**src/rtl/regfile_write_queue.sv**
```systemverilog
// Buffers writeback requests and drains them in order into the register file, one write per cycle, with forwarding lookups.
// Push at edge N -> write issued cycle N+1..N+2 at the earliest; in_ready=!full, and rf_ready=0 holds the queue.
module regfile_write_queue #(
  parameter int DEPTH  = 4,
  parameter int ADDR_W = 3,
  parameter int DATA_W = 32
) (
  input  logic              clk,
  input  logic              rst,
  input  logic              in_valid,
  output logic              in_ready,
  input  logic [ADDR_W-1:0] in_reg,
  input  logic [DATA_W-1:0] in_data,
  input  logic              rf_ready,
  output logic [ADDR_W-1:0] write_reg,
  output logic [DATA_W-1:0] write_data,
  output logic              reg_write,
  input  logic [ADDR_W-1:0] lookup_reg1,
  input  logic [ADDR_W-1:0] lookup_reg2,
  output logic              hit1,
  output logic              hit2,
  output logic [DATA_W-1:0] fwd_data1,
  output logic [DATA_W-1:0] fwd_data2,
  output logic [ADDR_W:0]   count,
  output logic              empty,
  output logic              full
);

  localparam int PTR_W = (DEPTH > 1) ? $clog2(DEPTH) : 1;

  logic [ADDR_W-1:0] ent_reg  [DEPTH];
  logic [DATA_W-1:0] ent_data [DEPTH];
  logic [DEPTH-1:0]  ent_vld;
  logic [PTR_W-1:0]  wr_ptr;
  logic [PTR_W-1:0]  rd_ptr;

  logic push;
  logic pop;

  assign empty    = (count == '0);
  assign full     = (count == (ADDR_W+1)'(DEPTH));
  assign in_ready = !full;
  // Push is gated by the registered full flag, so a same-edge pop never frees a slot for it.
  assign push     = in_valid && in_ready;
  assign pop      = !empty && rf_ready;

  always_ff @(posedge clk) begin
    if (rst) begin
      wr_ptr     <= '0;
      rd_ptr     <= '0;
      count      <= '0;
      ent_vld    <= '0;
      reg_write  <= 1'b0;
      write_reg  <= '0;
      write_data <= '0;
    end else begin
      if (push) begin
        wr_ptr          <= wr_ptr + 1'b1;
        ent_vld[wr_ptr] <= 1'b1;
      end
      if (pop) begin
        rd_ptr          <= rd_ptr + 1'b1;
        ent_vld[rd_ptr] <= 1'b0;
        write_reg       <= ent_reg[rd_ptr];
        write_data      <= ent_data[rd_ptr];
      end
      reg_write <= pop;
      case ({push, pop})
        2'b10:   count <= count + 1'b1;
        2'b01:   count <= count - 1'b1;
        default: count <= count;
      endcase
    end
  end

  always_ff @(posedge clk) begin
    if (push) begin
      ent_reg[wr_ptr]  <= in_reg;
      ent_data[wr_ptr] <= in_data;
    end
  end

  // Scan oldest to youngest so the youngest match overwrites; the output stage is older than every entry.
  function automatic logic [DATA_W:0] lookup(input logic [ADDR_W-1:0] r);
    logic [DATA_W:0]  res;
    logic [PTR_W-1:0] idx;
    res = '0;
    if (reg_write && (write_reg == r)) res = {1'b1, write_data};
    for (int i = 0; i < DEPTH; i++) begin
      idx = rd_ptr + PTR_W'(i);
      if (ent_vld[idx] && (ent_reg[idx] == r)) res = {1'b1, ent_data[idx]};
    end
    return res;
  endfunction

  always_comb begin
    {hit1, fwd_data1} = lookup(lookup_reg1);
    {hit2, fwd_data2} = lookup(lookup_reg2);
  end

endmodule

```
**config.mk**
```make
export PLATFORM = sky130hd
export DESIGN_NAME = regfile_write_queue
export DESIGN_NICKNAME = d
export VERILOG_FILES = /design/src/rtl/regfile_write_queue.sv
export SDC_FILE = /design/constraint.sdc
export NUM_CORES = 1
export LEC_CHECK = 0
export ABC_AREA = 1
export CAP_MARGIN = 20
export CELL_PAD_IN_SITES_DETAIL_PLACEMENT = 0
export CELL_PAD_IN_SITES_GLOBAL_PLACEMENT = 1
export CORE_MARGIN = 2
export CORE_UTILIZATION = 30
export CTS_BUF_LIST = sky130_fd_sc_hd__clkbuf_8 sky130_fd_sc_hd__clkbuf_16
export DETAILED_ROUTE_END_ITERATION = 7
export PLACE_DENSITY_LB_ADDON = 0.15
export SLEW_MARGIN = 10
export SYNTH_ARGS = -nofsm -noshare
export SYNTH_HDL_FRONTEND = slang
export SYNTH_SLANG_ARGS = --single-unit
```
**constraint.sdc**
```tcl
create_clock -name clk -period 7.5 [get_ports clk]
set_input_delay 1.5 -clock clk [delete_from_list [all_inputs] [get_ports clk]]
set_output_delay 1.5 -clock clk [all_outputs]
set_load 0.01 [all_outputs]
```
==> results.toml <==
[outcome]
status = "complete, no violations"

[worst_setup_path]
crit_fanout = 39
critPathCaptureType = "output pin"
r2r_cells = 5
r2r_slack_ps = 4970
arrival_ps = 4740
worstSetupPathType = "flip-flop to output pin"
required_ps = 6000
worst_setup_path_start_kind = "flip-flop"

[flow_run]
cap_viol_max_count = 0

[power_and_ir_drop]
ir_worst_vdd_mv = 0.226
p_leak_nw = 7.28
cellPowerDensity_nw_per_um2 = 366

[timing]
drv_slew = 0
worstMarginPinSlew_ps = 1070
min_period_over_period = 0.832
slew_headroom = 0.283
finClkSkew_ps = 8.07
clock.fmax_ghz = 0.160
rsz0062_at_grt = "no"
finalHoldViolCount = 0
setup-tns-final_ps = 0
setup_viol = 0
min_period_ps = 6240

[synthesis]
synth_cell_types = 29
postSynthAreaPerCell_um2 = 6.43
syn-num-nets = 2277
synth_area_um2 = 14300
yosysWarnings = 0
syn_inst = 2222
yosysSeqAreaShare = 0.364
ys_ff_latch = 190

[final_layout]
layout_common_cells = "675 x nand2_1, 347 x o21ai_0, 289 x nand3_1"
drive_above_1_share = 0.0523
syn2layout_area_growth_pct = 17.0
final_nets = 2317
final_common_cell = "nand2_1"
largest_reg_flops = 128
multiInputGateArea_um2 = 7280
fillers = 5022
final_cells = 2883
seq_area_um2 = 5210

[clock_network]
cts_root_buffer = "clkbuf_16"
clockBufferDepth = 2
postCtsHoldBufs = 0
cts_buffers = 17
cts_tree = "yes"
cts_htree_levels = 4
clk_latency_ps = 490
clkSinkCount = 190
post_cts_resized = 0
cts.clk_slew.worst_paths_ps = 70
post_cts_buffers = 0

[grt]
antenna_found_initial = 1
grt_usage = 0.242
overflow = 0
grt_pass1_wl_um = 89100
grt_max_degree = 271
grt_pass1_vias = 14100

[placed_design]
place_inst = 2850
io_buffers = 153
gp_congestion = 0.848
hpwlAfterDp_um = 35700

[routing]
vias = 14800
wire_per_inst_um = 20.7
dr.first_iter.drc_count = 1206
viasPerCell = 5.15
ant_nets = 0
drcViolationCount = 0
drt-pass1-iter-count = 7
wl_um = 59700

[die]
core.rowCount = 79
num_io_pins = 154
die_w_um = 222
initial_core_util = 0.306
coreArea_um2 = 46800
die-area_um2 = 49400
die_h_um = 222

[worst_hold_path]
hold_class = "flip-flop to flip-flop"
worstHoldPathCells = 2
[per-layer routing]
| layer | track usage | wire length [µm] | part of all wire | vias up |
|---|---|---|---|---|
| met3 | 0.0423 | 3260 | 0.055 | 91 |
| met2 | 0.411 | 28500 | 0.48 | 483 |
| met5 | 0 | 0 | 0 | - |
| met4 | 0.0863 | 1540 | 0.026 | 0 |
| li1 | - | - | - | 7352 |
| met1 | 0.307 | 26400 | 0.44 | 6914 |
[worst paths after layout]
path / startpoint / end
worst max-delay path: rd_ptr[0] / fwd_data2[8]
worst min-delay path: count[3] / count[3]
worst max register to register: count[0] / ent_data[3][16]
worst min register to register: count[3] / count[3]
[where the power goes]
part	leakage [nW]	internal, W	switching (W)	total (W)
clock	0.318	0.000595	0.000452	0.00105
sequential	1.70	0.00132	0.000159	0.00148
combinational	5.27	0.00108	0.00252	0.00360
[logic make-up after synthesis]
kind of cell               share of synthesized area
and+or+nand+nor                                0.295
AOI/OAI and AO/OA                              0.198
buffers and inverters                          0.129
DFF                                            0.364
adders and majority gates                    0.00875
xor gates and xnor gates                     0.00552
[layout make-up]
class,count,area share
Inverter,278,0.0626
Antenna cell,1,0.000150
Tap cell,607,0.0454
Timing Repair Buffer,184,0.106
Sequential cell,190,0.312
Clock buffer,18,0.0263
Clock inverter,14,0.0120
Multi-Input combinational cell,1591,0.436
[synthesized netlist by cell type (all sizes together)]
library cell / n / area share
a21oi: 178 / 0.063
buf: 107 / 0.041
clkbuf: 56 / 0.015
dfxtp: 50 / 0.070
edfxtp: 140 / 0.29
ha: 10 / 0.0088
inv: 278 / 0.073
nand2: 681 / 0.18
nand3: 291 / 0.10
nand4: 2 / 0.00088
nor2: 36 / 0.012
o21a: 1 / 0.00053
o21ai: 380 / 0.13
o21bai: 1 / 0.00053
o22ai: 2 / 0.00088
xnor2: 1 / 0.00061
xor2: 8 / 0.0049
[worst max-delay path: stages (launching register included)]
cell,delay [ps]
dfxtp_4,360
inv_4,220
ha_2,340
inv_2,610
nand3_1,220
nand2_2,180
o21ai_1,90
nor2_2,90
buf_4,450
nand2_1,510
inv_1,250
nand2_1,70
nand3_1,90
nand2_1,70
nand2_1,130
clkdlybuf4s50_1,560
[per-stage QoR]
| step | power, W | utilization | worst slack, ps | hold slack (ps) | area (µm²) |
|---|---|---|---|---|---|
| after CTS | 0.00612 | 0.358 | 1260 | 526 | 16700 |
| after global placement | 0.00506 | 0.344 | 1390 | 513 | 16100 |
| after detailed placement | 0.00507 | 0.344 | 1360 | 514 | 16100 |
| after global routing | 0.00655 | 0.358 | 969 | 561 | 16700 |
| final | 0.00612 | 0.358 | 1260 | 525 | 16700 |
| after floorplan | 0.00366 | - | 3200 | 490 | 14300 |
(Power assumes the default switching activity.)
